File: config.mk
export PLATFORM = sky130hd
export DESIGN_NAME = audio_sample_fifo_flat
export DESIGN_NICKNAME = d
export VERILOG_FILES = /design/src/rtl/audio_sample_fifo_if.sv /design/src/rtl/audio_sample_fifo.sv /design/src/flat_wrapper.sv
export SDC_FILE = /design/constraint.sdc
export NUM_CORES = 1
export LEC_CHECK = 0
export ABC_AREA = 1
export CAP_MARGIN = 20
export CORE_ASPECT_RATIO = 1.25
export CORE_MARGIN = 2
export CORE_UTILIZATION = 25
export DETAILED_ROUTE_END_ITERATION = 16
export DONT_BUFFER_PORTS = 1
export PLACE_DENSITY = 0.42
export SYNTH_ARGS = -nofsm -noshare
export SYNTH_HDL_FRONTEND = slang
export SYNTH_SLANG_ARGS = --single-unit
File: constraint.sdc
create_clock -name clk_audio -period 3.9 [get_ports clk_audio]
set_input_delay 0.78 -clock clk_audio [delete_from_list [all_inputs] [get_ports clk_audio]]
set_output_delay 0.78 -clock clk_audio [all_outputs]
set_load 0.02 [all_outputs]
File: src/rtl/audio_sample_fifo_if.sv
// Stereo sample stream between the core producer, the pacing FIFO and audio_sys.
// The producer side (core) drives master; the FIFO itself is the slave.
interface audio_sample_fifo_if;
  logic        in_valid;
  logic [15:0] in_l;
  logic [15:0] in_r;
  logic        in_ready;
  logic [15:0] out_l;
  logic [15:0] out_r;
  logic        out_strobe;

  modport master (
    output in_valid, in_l, in_r,
    input  in_ready, out_l, out_r, out_strobe
  );

  modport slave (
    input  in_valid, in_l, in_r,
    output in_ready, out_l, out_r, out_strobe
  );
endinterface

File: src/rtl/audio_sample_fifo.sv
// Stereo sample FIFO that absorbs bursty core writes and releases one pair per
// output-rate tick from a fractional accumulator, with sticky over/underflow flags.
module audio_sample_fifo #(
  parameter int unsigned CLK_HZ     = 24576000,
  parameter int unsigned RATE_HZ    = 48000,
  parameter int unsigned DEPTH_LOG2 = 4
) (
  input  logic                  clk_audio,
  input  logic                  reset,
  audio_sample_fifo_if.slave    smp,
  input  logic                  clr_flags,
  output logic [DEPTH_LOG2:0]   level,
  output logic                  overflow,
  output logic                  underflow
);

  localparam int unsigned          DEPTH      = 1 << DEPTH_LOG2;
  localparam logic [DEPTH_LOG2:0]  FULL_LEVEL = (DEPTH_LOG2 + 1)'(DEPTH);
  localparam logic [DEPTH_LOG2:0]  HALF_LEVEL = (DEPTH_LOG2 + 1)'(DEPTH / 2);
  localparam logic [DEPTH_LOG2:0]  PTR_ONE    = (DEPTH_LOG2 + 1)'(1);
  localparam logic [32:0]          RATE_INC   = 33'(RATE_HZ);
  localparam logic [32:0]          CLK_MOD    = 33'(CLK_HZ);

  typedef enum logic {
    PRIME,
    RUN
  } state_t;

  state_t               state_q, state_d;
  logic [31:0]          acc_q, acc_d;
  logic [DEPTH_LOG2:0]  wptr_q, wptr_d;
  logic [DEPTH_LOG2:0]  rptr_q, rptr_d;
  logic [15:0]          out_l_q, out_l_d;
  logic [15:0]          out_r_q, out_r_d;
  logic                 strobe_q, strobe_d;
  logic                 overflow_q, overflow_d;
  logic                 underflow_q, underflow_d;

  logic [31:0]          mem_q [DEPTH];
  logic [31:0]          rd_data;
  logic [32:0]          acc_sum;
  logic                 tick;
  logic                 full;
  logic                 empty;
  logic                 push;
  logic                 pop;

  // Extra pointer bit distinguishes a full FIFO from an empty one.
  assign level   = wptr_q - rptr_q;
  assign full    = (level == FULL_LEVEL);
  assign empty   = (level == '0);
  assign rd_data = mem_q[rptr_q[DEPTH_LOG2-1:0]];

  // Phase accumulator wraps modulo CLK_HZ, giving exactly RATE_HZ ticks per second.
  always_comb begin
    acc_sum = {1'b0, acc_q} + RATE_INC;
    tick    = (acc_sum >= CLK_MOD);
    acc_d   = tick ? 32'(acc_sum - CLK_MOD) : acc_sum[31:0];
  end

  always_comb begin
    state_d     = state_q;
    wptr_d      = wptr_q;
    rptr_d      = rptr_q;
    out_l_d     = out_l_q;
    out_r_d     = out_r_q;
    strobe_d    = 1'b0;
    overflow_d  = overflow_q;
    underflow_d = underflow_q;
    push        = 1'b0;
    pop         = 1'b0;

    if (clr_flags) begin
      overflow_d  = 1'b0;
      underflow_d = 1'b0;
    end

    // Acceptance uses the start-of-cycle level, so a same-cycle pop never frees a slot.
    if (smp.in_valid) begin
      if (full) begin
        overflow_d = 1'b1;
      end else begin
        push   = 1'b1;
        wptr_d = wptr_q + PTR_ONE;
      end
    end

    case (state_q)
      PRIME: begin
        if (level >= HALF_LEVEL) begin
          state_d = RUN;
        end
      end
      RUN: begin
        if (tick) begin
          if (empty) begin
            underflow_d = 1'b1;
            state_d     = PRIME;
          end else begin
            pop = 1'b1;
          end
        end
      end
      default: state_d = PRIME;
    endcase

    if (pop) begin
      rptr_d   = rptr_q + PTR_ONE;
      out_l_d  = rd_data[31:16];
      out_r_d  = rd_data[15:0];
      strobe_d = 1'b1;
    end
  end

  always_ff @(posedge clk_audio or posedge reset) begin
    if (reset) begin
      state_q     <= PRIME;
      acc_q       <= '0;
      wptr_q      <= '0;
      rptr_q      <= '0;
      out_l_q     <= '0;
      out_r_q     <= '0;
      strobe_q    <= 1'b0;
      overflow_q  <= 1'b0;
      underflow_q <= 1'b0;
    end else begin
      state_q     <= state_d;
      acc_q       <= acc_d;
      wptr_q      <= wptr_d;
      rptr_q      <= rptr_d;
      out_l_q     <= out_l_d;
      out_r_q     <= out_r_d;
      strobe_q    <= strobe_d;
      overflow_q  <= overflow_d;
      underflow_q <= underflow_d;
    end
  end

  // Storage needs no reset: pointers define which entries are valid.
  always_ff @(posedge clk_audio) begin
    if (push) begin
      mem_q[wptr_q[DEPTH_LOG2-1:0]] <= {smp.in_l, smp.in_r};
    end
  end

  assign smp.in_ready   = ~full;
  assign smp.out_l      = out_l_q;
  assign smp.out_r      = out_r_q;
  assign smp.out_strobe = strobe_q;
  assign overflow       = overflow_q;
  assign underflow      = underflow_q;

endmodule

File: src/flat_wrapper.sv
// flat-port wrapper written by rule: the top's interface ports become plain ports
module audio_sample_fifo_flat 
#(
  parameter int unsigned CLK_HZ     = 24576000,
  parameter int unsigned RATE_HZ    = 48000,
  parameter int unsigned DEPTH_LOG2 = 4
)
  (clk_audio, reset, clr_flags, level, overflow, underflow, smp_in_valid, smp_in_l, smp_in_r, smp_in_ready, smp_out_l, smp_out_r, smp_out_strobe);
  audio_sample_fifo_if smp_i ();
  input  logic clk_audio;
  input  logic reset;
  input  logic clr_flags;
  output logic [DEPTH_LOG2:0] level;
  output logic overflow;
  output logic underflow;
  input wire logic [$bits(smp_i.in_valid)-1:0] smp_in_valid;
  input wire logic [$bits(smp_i.in_l)-1:0] smp_in_l;
  input wire logic [$bits(smp_i.in_r)-1:0] smp_in_r;
  output wire logic [$bits(smp_i.in_ready)-1:0] smp_in_ready;
  output wire logic [$bits(smp_i.out_l)-1:0] smp_out_l;
  output wire logic [$bits(smp_i.out_r)-1:0] smp_out_r;
  output wire logic [$bits(smp_i.out_strobe)-1:0] smp_out_strobe;
  assign smp_i.in_valid = smp_in_valid;
  assign smp_i.in_l = smp_in_l;
  assign smp_i.in_r = smp_in_r;
  assign smp_in_ready = smp_i.in_ready;
  assign smp_out_l = smp_i.out_l;
  assign smp_out_r = smp_i.out_r;
  assign smp_out_strobe = smp_i.out_strobe;
  audio_sample_fifo #(.CLK_HZ(CLK_HZ), .RATE_HZ(RATE_HZ), .DEPTH_LOG2(DEPTH_LOG2)) u_core (.clk_audio(clk_audio), .reset(reset), .smp(smp_i), .clr_flags(clr_flags), .level(level), .overflow(overflow), .underflow(underflow));
endmodule
==> metrics.txt <==
Worst Path Arrival=~2500 ps; layout cells sized above 1=11.02%; unrepaired setup endpoints after global routing=no; drc violations=0; Yosys warning count=0; final cell utilization of the core=29.49%; CTS Buffer Depth=3; Min-Delay Path Class=in -> async; CTS Root Buffer Type=clkbuf_16; period utilisation layout=between 80 and 90%; Power Dens Cells=roughly 540 nW/um^2; Starting Density=25.30%; CP max stage cell=fa_1; Nets=2,054; routed length per instance=21.37 um; total number of vias=15,510; maxcap violations=0; chip width=between 200 and 300 um; Max IR drop VDD=0.2948 mV; Core Box Area=between 90,000 and 100,000 um^2; clk_lat worst skew=630 ps; global routing met3 resource utilization=3.312%; largest net degree at the start of global routing=170; CP max stage delay=400 ps; first-pass GRT wire length=103.5 mm; M2 GR Usage=between 20 and 30%; peak fanout along the critical path=4; Clock Sinks=583; # IOs=77; Final Max Tran Viols=0; Syn-to-layout area delta=16.57%; DIE HEIGHT=349.9 um; critical path class=reg -> out; die footprint=98,230 um^2; met1 Usage GRT=17.04%; initial antenna violation count=1; routability congestion estimate=0.8150; Vias/cell=roughly 4.7; Ant. Diodes=0; Critical Path End Type=primary output; Yosys cell types=36; slew at the pin closest to its max-slew limit=959.0 ps; Static Leak=slightly below 10 nW; Worst Skew=54.27 ps; CTS tree=built; number of synthesized flops with an enable pin=512; total negative slack=0 ps; Most Crowded Layer GR=met2; max frequency=0.3057 GHz; # H-tree levels=3; Synth Register Bits=583; hpwl dp=42.81 mm; post-synthesis sequential area ratio=71.67%; Post-Syn Area per Cell=12.01 um^2; Worst-path clk slew=60 ps; Total GRT Usage=about 14%; drt first pass iters=6; top_reg_cell synth=edfxtp_1; design area=27,900 um^2; CTS Hold Bufs=0; Async S/R FF share, synth=12.18%; fin cells=3,275; IO Port Bufs=0; Worst setup SP type=register; GRT overflow=0; vias in the first global route=15,660; total CTS buffers=68; Initial DRC Count=1,195; post_cts resized=0; Inst Count DP=3,152; Cells after Synth=1,993; CP cell instances=inv_1 > ha_1 > fa_1 > o21ai_0 > xor2_1 > nand3_1 > buf_4; worst rel slew slack=roughly 36%; synthesized net count=2,041; Final setup viols=0; dpl cell area=between 20,000 and 30,000 um^2; Final Hold Viols=0; Antenna Nets Post-Route=0; Rows=126; DRT Wirelength=between 60 and 70 mm; Worst EP required=3120 ps; final period demand of the worst path=3271 ps; Setup Buffers After CTS=0; outcome=finished, final reports clean; Netlist Area Pre-Place=23,930 um^2
-- cell usage in the layout, fill, tap and decap left out, types with 5 or more instances in the layout --
cell type	instances
inv_1	46
inv_6	5
o22ai_1	78
inv_2	13
ha_1	11
o21ai_0	264
clkinv_1	7
o211ai_1	15
clkinv_2	15
nand2_2	16
buf_12	10
clkinvlp_4	5
nor2_4	22
clkbuf_1	13
o21ai_1	5
bufinv_16	5
xor2_1	16
edfxtp_1	512
nand3_1	132
dfrtp_1	68
nor2_1	290
nor3_1	6
nand2_1	282
buf_4	48
clkbuf_16	68
nand4_1	11
xnor2_1	5
a21oi_1	12
o221ai_1	50
-- worst max-delay path: cells and delay by family, from the launching register on --
kind	cells	cell delay [ps]
fa+ha+maj	2	620
flops	1	390
buf+inv	2	320
xor+xnor	1	220
compound gates	1	210
simple gates	1	130
-- logic make-up after synthesis --
group                    Yosys count  share of synthesized area, %
buffers and inverters            179                         3.142
adder cells (fa/ha/maj)           12                        0.6587
AND/OR/NAND/NOR                  770                         13.37
AO/OA/AOI/OAI                    427                         10.32
XOR/XNOR                          22                        0.8365
flip-flops                       583                         71.67
-- through the flow --
step	hold WS, ps	power (mW)	setup WS [ps]
global placement	422.2	8.841	766.6
detailed placement	427.2	8.846	770.0
finish	142.5	15.01	629.1
global route	171.7	15.59	440.0
CTS	166.1	15.21	573.2
floorplan	407.6	8.238	-422.7
-- worst paths after layout --
path,start,endpoint,slack (ps),depth (start not counted)
max,u_core.wptr_q[0],smp_in_ready,630,7
min,reset,u_core.overflow,140,1
max in group asynchronous,reset,u_core.smp.out_l[11],2880,2
max reg2reg,u_core.wptr_q[0],u_core.mem_q[10][22],790,11
min in group clk_audio,smp_in_r[9],u_core.mem_q[4][9],240,0
min reg2reg,u_core.acc_q[7],u_core.acc_q[7],440,1
-- state kept, by name, indices dropped and copies added (netlist names) --
| signal | count |
|---|---|
| u_core.overflow | 1 |
| u_core.underflow | 1 |
| u_core.state_q | 1 |
| u_core.acc_q | 25 |
| u_core.smp.out_l | 16 |
| u_core.rptr_q | 5 |
| u_core.mem_q | 512 |
| u_core.wptr_q | 5 |
| u_core.smp.out_r | 16 |
| u_core.smp.out_strobe | 1 |
-- cell usage after synthesis (4+ instances only) --
library cell  count  area share, %
nand3_1         132            2.8
nor2_4            4           0.19
xor2_1           16           0.59
inv_1            50           0.78
nand3b_1          4           0.13
ha_1             11           0.58
o211ai_1         15           0.47
nand2_1         282            4.4
buf_2             7           0.15
xnor2_1           5           0.18
edfxtp_1        512             64
dfrtp_1          71            7.4
nor2_1          308            4.8
inv_2            12           0.19
o221ai_1         50            1.8
a21oi_1          12           0.25
nand2_2          16           0.42
buf_6             9           0.42
o21ai_0         264            5.5
o22ai_1          78            2.0
o21ai_1           5           0.10
nand4_1          11           0.29
clkbuf_1         95            1.5
nor3_1            6           0.13
-- where the power goes --
group | switching [mW] | internal, mW | total [mW]
logic | 0.911 | 0.272 | 1.18
clock network | 2.67 | 3.65 | 6.32
registers | 0.127 | 7.38 | 7.50
-- routing by layer --
metal	part of all wire, %	up-vias
li1	-	7231
met3	5.5	88
met5	0.019	-
met2	51	304
met1	42	7885
met4	2.3	2
-- layout make-up --
cell class	instances	area, um^2
fill	9625	66690
sequential	583	17160
multi-input combinational	1231	6163
clock buffer	83	1778
tap	1216	1521
timing repair buffer	58	560.5
clock inverter	40	465.4
inverter	64	249.0
Note: power is estimated with default switching activity, not from simulation.
